**src/rtl/tank_pkg.sv**
```systemverilog
// Shared types and constants for the tank keyboard controller.
package tank_pkg;

  localparam int unsigned SCREEN_W = 640;
  localparam int unsigned SCREEN_H = 480;

  localparam int unsigned KEY_W_BITS = 8;
  localparam int unsigned X_W        = 10;
  localparam int unsigned Y_W        = 9;
  localparam int unsigned POS_W      = 11;
  localparam int unsigned CNT_W      = 8;

  localparam logic [KEY_W_BITS-1:0] KEY_W     = 8'h1A;
  localparam logic [KEY_W_BITS-1:0] KEY_S     = 8'h16;
  localparam logic [KEY_W_BITS-1:0] KEY_A     = 8'h04;
  localparam logic [KEY_W_BITS-1:0] KEY_D     = 8'h07;
  localparam logic [KEY_W_BITS-1:0] KEY_SPACE = 8'h2C;

  typedef enum logic [1:0] {
    DIR_UP    = 2'd0,
    DIR_RIGHT = 2'd1,
    DIR_DOWN  = 2'd2,
    DIR_LEFT  = 2'd3
  } dir_t;

  typedef enum logic [1:0] {
    FIRE_READY    = 2'd0,
    FIRE_COOL     = 2'd1,
    FIRE_WAIT_REL = 2'd2
  } fire_state_t;

  typedef struct packed {
    logic vld;
    dir_t dir;
  } move_cmd_t;

  // Translate a keycode into a movement request (vld=0 for non-direction keys).
  function automatic move_cmd_t decode_move(input logic [KEY_W_BITS-1:0] kc);
    move_cmd_t cmd;
    cmd.vld = 1'b1;
    cmd.dir = DIR_UP;
    case (kc)
      KEY_W:   cmd.dir = DIR_UP;
      KEY_D:   cmd.dir = DIR_RIGHT;
      KEY_S:   cmd.dir = DIR_DOWN;
      KEY_A:   cmd.dir = DIR_LEFT;
      default: cmd.vld = 1'b0;
    endcase
    return cmd;
  endfunction

endpackage

```
**src/rtl/frame_tick_gen.sv**
```systemverilog
// Frame tick generator: two-flop synchroniser on the active-low vsync plus a
// falling-edge detector producing a registered one-cycle tick.
module frame_tick_gen (
  input  logic clk,
  input  logic rst_n,
  input  logic i_vs_async,
  output logic o_tick
);

  logic r_sync1;
  logic r_sync2;
  logic r_prev;

  // Flops reset high so releasing reset never looks like a vsync fall.
  always_ff @(posedge clk or negedge rst_n) begin
    if (!rst_n) begin
      r_sync1 <= 1'b1;
      r_sync2 <= 1'b1;
      r_prev  <= 1'b1;
      o_tick  <= 1'b0;
    end else begin
      r_sync1 <= i_vs_async;
      r_sync2 <= r_sync1;
      r_prev  <= r_sync2;
      o_tick  <= r_prev & ~r_sync2;
    end
  end

endmodule

```
**src/rtl/tank_key_ctrl.sv**
```systemverilog
// Keyboard-driven tank controller: moves/clamps the tank once per video frame
// and issues rate-limited shot pulses.
// Build option: define TANK_KEY_AUTOFIRE_EN to let a held space bar refire
// every COOLDOWN frames; otherwise space must be released before the next shot.
module tank_key_ctrl
  import tank_pkg::*;
#(
  parameter int unsigned X0        = 304,
  parameter int unsigned Y0        = 224,
  parameter int unsigned STEP      = 2,
  parameter int unsigned TANK_SIZE = 32,
  parameter int unsigned COOLDOWN  = 20
) (
  input  logic                  clk_clk,
  input  logic                  reset_reset_n,
  input  logic [KEY_W_BITS-1:0] keycode,
  input  logic                  vga_vs,
  output logic [X_W-1:0]        tank_x,
  output logic [Y_W-1:0]        tank_y,
  output logic [1:0]            tank_dir,
  output logic                  moving,
  output logic                  fire
);

  localparam logic signed [POS_W-1:0] STEP_S  = POS_W'(STEP);
  localparam logic signed [POS_W-1:0] X_MAX_S = POS_W'(SCREEN_W - TANK_SIZE);
  localparam logic signed [POS_W-1:0] Y_MAX_S = POS_W'(SCREEN_H - TANK_SIZE);
  localparam logic [CNT_W-1:0]        CD_LOAD = CNT_W'(COOLDOWN);

  logic                    w_tick;
  move_cmd_t               w_cmd;
  logic                    w_key_fire;
  logic signed [POS_W-1:0] w_x_cur;
  logic signed [POS_W-1:0] w_y_cur;
  logic signed [POS_W-1:0] w_x_try;
  logic signed [POS_W-1:0] w_y_try;
  logic signed [POS_W-1:0] w_x_clamp;
  logic signed [POS_W-1:0] w_y_clamp;
  logic [X_W-1:0]          w_x_new;
  logic [Y_W-1:0]          w_y_new;
  logic                    w_moved;

  logic [X_W-1:0]          r_x;
  logic [Y_W-1:0]          r_y;
  dir_t                    r_dir;
  logic                    r_moving;
  logic                    r_fire;

  fire_state_t             r_state;
  fire_state_t             w_state_next;
  logic [CNT_W-1:0]        r_cnt;
  logic [CNT_W-1:0]        w_cnt_next;
  logic                    w_fire_set;

  frame_tick_gen u_tick (
    .clk        (clk_clk),
    .rst_n      (reset_reset_n),
    .i_vs_async (vga_vs),
    .o_tick     (w_tick)
  );

  assign w_cmd      = decode_move(keycode);
  assign w_key_fire = (keycode == KEY_SPACE);
  assign w_x_cur    = $signed(POS_W'(r_x));
  assign w_y_cur    = $signed(POS_W'(r_y));

  // Candidate position one STEP in the requested direction (signed, may go negative).
  always_comb begin
    w_x_try = w_x_cur;
    w_y_try = w_y_cur;
    if (w_cmd.vld) begin
      case (w_cmd.dir)
        DIR_UP:    w_y_try = w_y_cur - STEP_S;
        DIR_RIGHT: w_x_try = w_x_cur + STEP_S;
        DIR_DOWN:  w_y_try = w_y_cur + STEP_S;
        DIR_LEFT:  w_x_try = w_x_cur - STEP_S;
        default:   ;
      endcase
    end
  end

  // Clamp the candidate against the screen edges so the tank never wraps.
  always_comb begin
    w_x_clamp = w_x_try;
    w_y_clamp = w_y_try;
    if (w_x_try[POS_W-1]) begin
      w_x_clamp = '0;
    end else if (w_x_try > X_MAX_S) begin
      w_x_clamp = X_MAX_S;
    end
    if (w_y_try[POS_W-1]) begin
      w_y_clamp = '0;
    end else if (w_y_try > Y_MAX_S) begin
      w_y_clamp = Y_MAX_S;
    end
  end

  assign w_x_new = X_W'(w_x_clamp);
  assign w_y_new = Y_W'(w_y_clamp);
  assign w_moved = (w_x_new != r_x) || (w_y_new != r_y);

  // Position/direction state, updated only on the frame tick.
  always_ff @(posedge clk_clk or negedge reset_reset_n) begin
    if (!reset_reset_n) begin
      r_x      <= X_W'(X0);
      r_y      <= Y_W'(Y0);
      r_dir    <= DIR_UP;
      r_moving <= 1'b0;
    end else if (w_tick) begin
      r_x      <= w_x_new;
      r_y      <= w_y_new;
      r_moving <= w_moved;
      if (w_cmd.vld) begin
        r_dir <= w_cmd.dir;
      end
    end
  end

  // Fire FSM state register, cooldown counter and shot pulse.
  always_ff @(posedge clk_clk or negedge reset_reset_n) begin
    if (!reset_reset_n) begin
      r_state <= FIRE_READY;
      r_cnt   <= '0;
      r_fire  <= 1'b0;
    end else begin
      r_state <= w_state_next;
      r_cnt   <= w_cnt_next;
      r_fire  <= w_fire_set;
    end
  end

  // Fire FSM next-state logic; everything advances only on the frame tick.
  always_comb begin
    w_state_next = r_state;
    w_cnt_next   = r_cnt;
    w_fire_set   = 1'b0;
    if (w_tick) begin
      case (r_state)
        FIRE_READY: begin
          if (w_key_fire) begin
            w_fire_set   = 1'b1;
            w_cnt_next   = CD_LOAD;
            w_state_next = FIRE_COOL;
          end
        end
        FIRE_COOL: begin
          w_cnt_next = r_cnt - CNT_W'(1);
          if (r_cnt <= CNT_W'(1)) begin
`ifdef TANK_KEY_AUTOFIRE_EN
            // Expiring tick is judged as READY so a held key refires every COOLDOWN ticks.
            if (w_key_fire) begin
              w_fire_set   = 1'b1;
              w_cnt_next   = CD_LOAD;
              w_state_next = FIRE_COOL;
            end else begin
              w_state_next = FIRE_READY;
            end
`else
            w_state_next = FIRE_WAIT_REL;
`endif
          end
        end
        FIRE_WAIT_REL: begin
          if (!w_key_fire) begin
            w_state_next = FIRE_READY;
          end
        end
        default: w_state_next = FIRE_READY;
      endcase
    end
  end

  assign tank_x   = r_x;
  assign tank_y   = r_y;
  assign tank_dir = r_dir;
  assign moving   = r_moving;
  assign fire     = r_fire;

endmodule

```
**config.mk**
```make
export PLATFORM = sky130hd
export DESIGN_NAME = tank_key_ctrl
export DESIGN_NICKNAME = d
export VERILOG_FILES = /design/src/rtl/tank_pkg.sv /design/src/rtl/frame_tick_gen.sv /design/src/rtl/tank_key_ctrl.sv
export SDC_FILE = /design/constraint.sdc
export NUM_CORES = 1
export LEC_CHECK = 0
export ABC_AREA = 1
export CAP_MARGIN = 10
export CORE_MARGIN = 10
export CORE_UTILIZATION = 52
export CTS_CLUSTER_SIZE = 20
export DETAILED_ROUTE_END_ITERATION = 10
export PLACE_DENSITY = 0.77
export SYNTH_ARGS = -nofsm -noshare
export SYNTH_HDL_FRONTEND = slang
export SYNTH_SLANG_ARGS = --single-unit
```
**constraint.sdc**
```tcl
create_clock -name clk_clk -period 2.34 [get_ports clk_clk]
set_input_delay 0.468 -clock clk_clk [delete_from_list [all_inputs] [get_ports clk_clk]]
set_output_delay 0.468 -clock clk_clk [all_outputs]
set_load 0.01 [all_outputs]
```
==> summary.md, run 1 <==
| Metric | Value |
|---|---|
| Slew margin rel. | `0.4482` |
| Port Buffers | `33` |
| Reg power frac | `0.255` |
| Final core occ | `0.8232` |
| Num ports | `34` |
| Initial antenna violation count | `0` |
| FFs w/ async S/R, synth | `1.000` |
| Setup ws final | `-0.7533 ns` |
| VDD IR max | `approximately 0.66 mV` |
| Synth top cells by count | `nand2_1 (175), inv_1 (64), nor2_1 (48), nand3_1 (45), o21ai_0 (33)` |
| Seq/Total Area, Yosys | `0.2824` |
| Internal | `2.018 mW` |
| Placeable Area | `0.006277 sq mm` |
| Tightest Pin Transition | `between 0.8 and 0.9 ns` |
| Sw Pwr | `about 1.6 mW` |
| Synth Flop Type | `dfrtp_1` |
| Worst Hold Class | `in2async` |
| Sw Ratio | `0.4389` |
| GRT overflow | `0` |
| Root buf cell | `clkbuf_8` |
| Post-synthesis cell area | `roughly 0.0033 sq mm` |
| RSZ-0062 raised after global routing | `true` |
| Synth cell types | `42` |
| Failing checks | `setup timing` |
| Starting Density | `0.5286` |
| Clk buf depth | `2` |
| DR pass1 iterations | `6` |
| Fmax achieved | `between 300 and 400 MHz` |
| # H-tree levels | `2` |
| CTS clk-pin slew, worst paths | `around 0.080 ns` |
| Critical path arrival | `around 3.3 ns` |
| Net count after synthesis | `544` |
| Via count | `roughly 4400` |
| Syn. warnings | `0` |
| Largest area contributor in the netlist | `dfrtp_1` |
| Drc violations | `0` |
| Lkg Pwr | `2.599 nW` |
| Final setup viols | `10` |
| Chip height | `around 100 um` |
| Placer Congestion | `roughly 0.91` |
| WL per Instance | `17.38 um` |
| PD cells | `slightly below 700 mW/mm^2` |
| Vias in the first global route | `roughly 4000` |
| TritonCTS buffer count | `5` |
| Max Slew Vio Count | `0` |
| Antenna diodes | `0` |
| Layout cells sized above 1 | `0.3891` |
| Nets | `roughly 700` |
| Comb power frac | `0.611` |
| Synth Area per Inst | `around 6.4 sq um` |
| First-pass GRT wire length | `about 18 mm` |
| Area growth syn-to-layout | `55.73%` |
| All-Layer GR Usage | `0.2113` |
| Crit path kind | `in2reg` |
| Outcome | `finished with violations` |
| Total Power | `between 3 and 4 mW` |
| Final min period | `3.093 ns` |
| Critical Path Sink Type | `flip-flop` |
| Count leader, synth | `nand2_1` |
| TritonCTS clock tree | `done` |
| Final period util | `1.322` |
| CTS Sinks | `37` |
| Via density | `around 6` |
| DIE AREA | `0.009976 sq mm` |
| Layout fillers | `between 300 and 400` |
| Clk pwr share | `0.133` |
| Final-report hold violation count | `0` |
| Max-cap violations | `0` |
| Drt initial violations | `~500` |
| Synthesized instance count | `between 500 and 600` |
| Clk_lat worst skew | `between 0.2 and 0.3 ns` |
| Die Wd | `roughly 100 um` |
| Pin count of the biggest net entering global routing | `38` |
| CP Max Fanout | `5` |
| Synth top area share | `0.2112` |
| Register bit total from synthesis | `37` |
| Hpwl dp | `around 7.6 mm` |
| DRT Wirelength | `about 13 mm` |
| Post-synth EDFFs | `0` |
| Row cnt | `29` |
| Post-CTS Hold Buffers | `0` |
| Skew final | `0.006743 ns` |
| CP Launch Type | `primary input` |
| Post-DRT Antenna Nets | `0` |
| Worst Path Required | `approximately 2.5 ns` |
| R2r setup slk | `-0.57 ns` |
| Top post-synthesis cells by area | `dfrtp_1 (21%), nand2_1 (20%), inv_1 (7.2%)` |
final cells by class:
cell class	instances	area [sq um]	area share
Multi-Input combinational cell	402	2536	0.4908
Tap cell	77	96.34	0.01864
Sequential cell	37	939.7	0.1818
Clock inverter	2	13.76	0.002663
Inverter	70	280.3	0.05424
Timing Repair Buffer	146	1219	0.2358
Clock buffer	6	82.58	0.01598
flip-flops by register name, indices dropped and copies added (netlist names):
| signal | flops |
|---|---|
| tank_x | 10 |
| r_state | 2 |
| u_tick.r_prev | 1 |
| tank_dir | 2 |
| tank_y | 9 |
| fire | 1 |
| u_tick.r_sync2 | 1 |
| u_tick.r_sync1 | 1 |
| moving | 1 |
| r_cnt | 8 |
| u_tick.o_tick | 1 |
power by group through the flow:
stage,registers [mW],clock network (mW),logic [mW]
2_1_floorplan,0.935,0,0.936
3_3_place_gp,0.910,0,1.68
3_5_place_dp,0.913,0,1.72
4_1_cts,0.902,0.482,1.84
5_1_grt,0.933,0.513,2.38
6_report,0.919,0.480,2.20
layout by cell type (no fill, tap or decap), types with 9 or more instances in the layout:
cell             Yosys  layout
nand2_4              1      13
o21ai_0             33      23
clkdlybuf4s50_1      0      24
dfrtp_1             28      26
inv_1               64      58
buf_4                2     101
nand2_2              7      22
nor2_1              48      36
nand4_1             13      13
nand2_1            175     147
nor2_2               5      12
nand3_2              9      13
buf_6                2      12
dfstp_2              9       9
nand3_1             45      37
per-stage QoR:
| stage | hold slack [ns] | TNS [ns] | instances | setup slack (ns) | area (sq um) |
|---|---|---|---|---|---|
| floorplan | 0.1724 | -1.807 | 520 | -0.5356 | 3480 |
| global placement | 0.3472 | -16.06 | 714 | -1.231 | 4561 |
| detailed placement | 0.3468 | -17.79 | 714 | -1.350 | 4561 |
| CTS | 0.2834 | -1.283 | 734 | -0.5018 | 4867 |
| global route | 0.3015 | -4.093 | 740 | -0.8389 | 5167 |
| finish | 0.2641 | -3.010 | 740 | -0.7533 | 5167 |
path summary, 6_finish.rpt:
path / cells past startpoint / endpoint / startpoint
hold / removal: 1 / tank_y[1] / reset_reset_n
setup / recovery: 23 / moving / keycode[7]
hold reg to reg: 0 / u_tick.r_sync2 / u_tick.r_sync1
min in group clk_clk: 0 / u_tick.r_sync2 / u_tick.r_sync1
setup reg to reg: 18 / moving / tank_x[5]
max in group asynchronous: 1 / tank_y[3] / reset_reset_n
cells by family after synthesis:
group | Yosys count | synth area share
fa+ha+maj | 13 | 0.05128
simple gates | 319 | 0.4370
xor+xnor | 7 | 0.01848
compound gates | 62 | 0.1067
flops | 37 | 0.2824
buf+inv | 82 | 0.1041
layer usage:
layer  up-vias  share of wire  GRT usage
met5         -              0          0
met2       300           0.48     0.3574
met4         0          0.062    0.07497
li1       1954              -          -
met1      2045           0.36     0.2624
met3        99          0.097    0.03709
worst max-delay path, stage by stage:
cell and delay [ns]:
buf_6 0.10, nor2_4 0.13, nand3_4 0.10, nor2_4 0.14, buf_12 0.15, ha_4 0.23, a21oi_4 0.16, buf_4 0.16
nand2_1 0.13, nand2_2 0.11, nand4_1 0.16, nand2_2 0.15, nand2_2 0.08, nand2_4 0.13, nor2_2 0.05, nor2_1 0.10
nand3_1 0.10, a21oi_2 0.12, nand2_1 0.07, nor2_1 0.16, nand2_1 0.11, nor2_2 0.13, a21oi_2 0.06
what timing repair did:
item / CTS / global route
resized for setup: 72 / 78
endpoints found under the setup margin: 24 / 24
hold endpoints to repair: 0 / 0
buffers inserted: 10 / 10
cloned: 2 / 0
pin swaps: 31 / 41
No activity file was read; power rests on OpenSTA's default activity.
==> run 2, diff against run 1 <==
- HOLD_SLACK_MARGIN: not set -> 0.02
==> results of run 2 <==
Same layout as run 1: the final DEF is identical, and so are final timing and power.
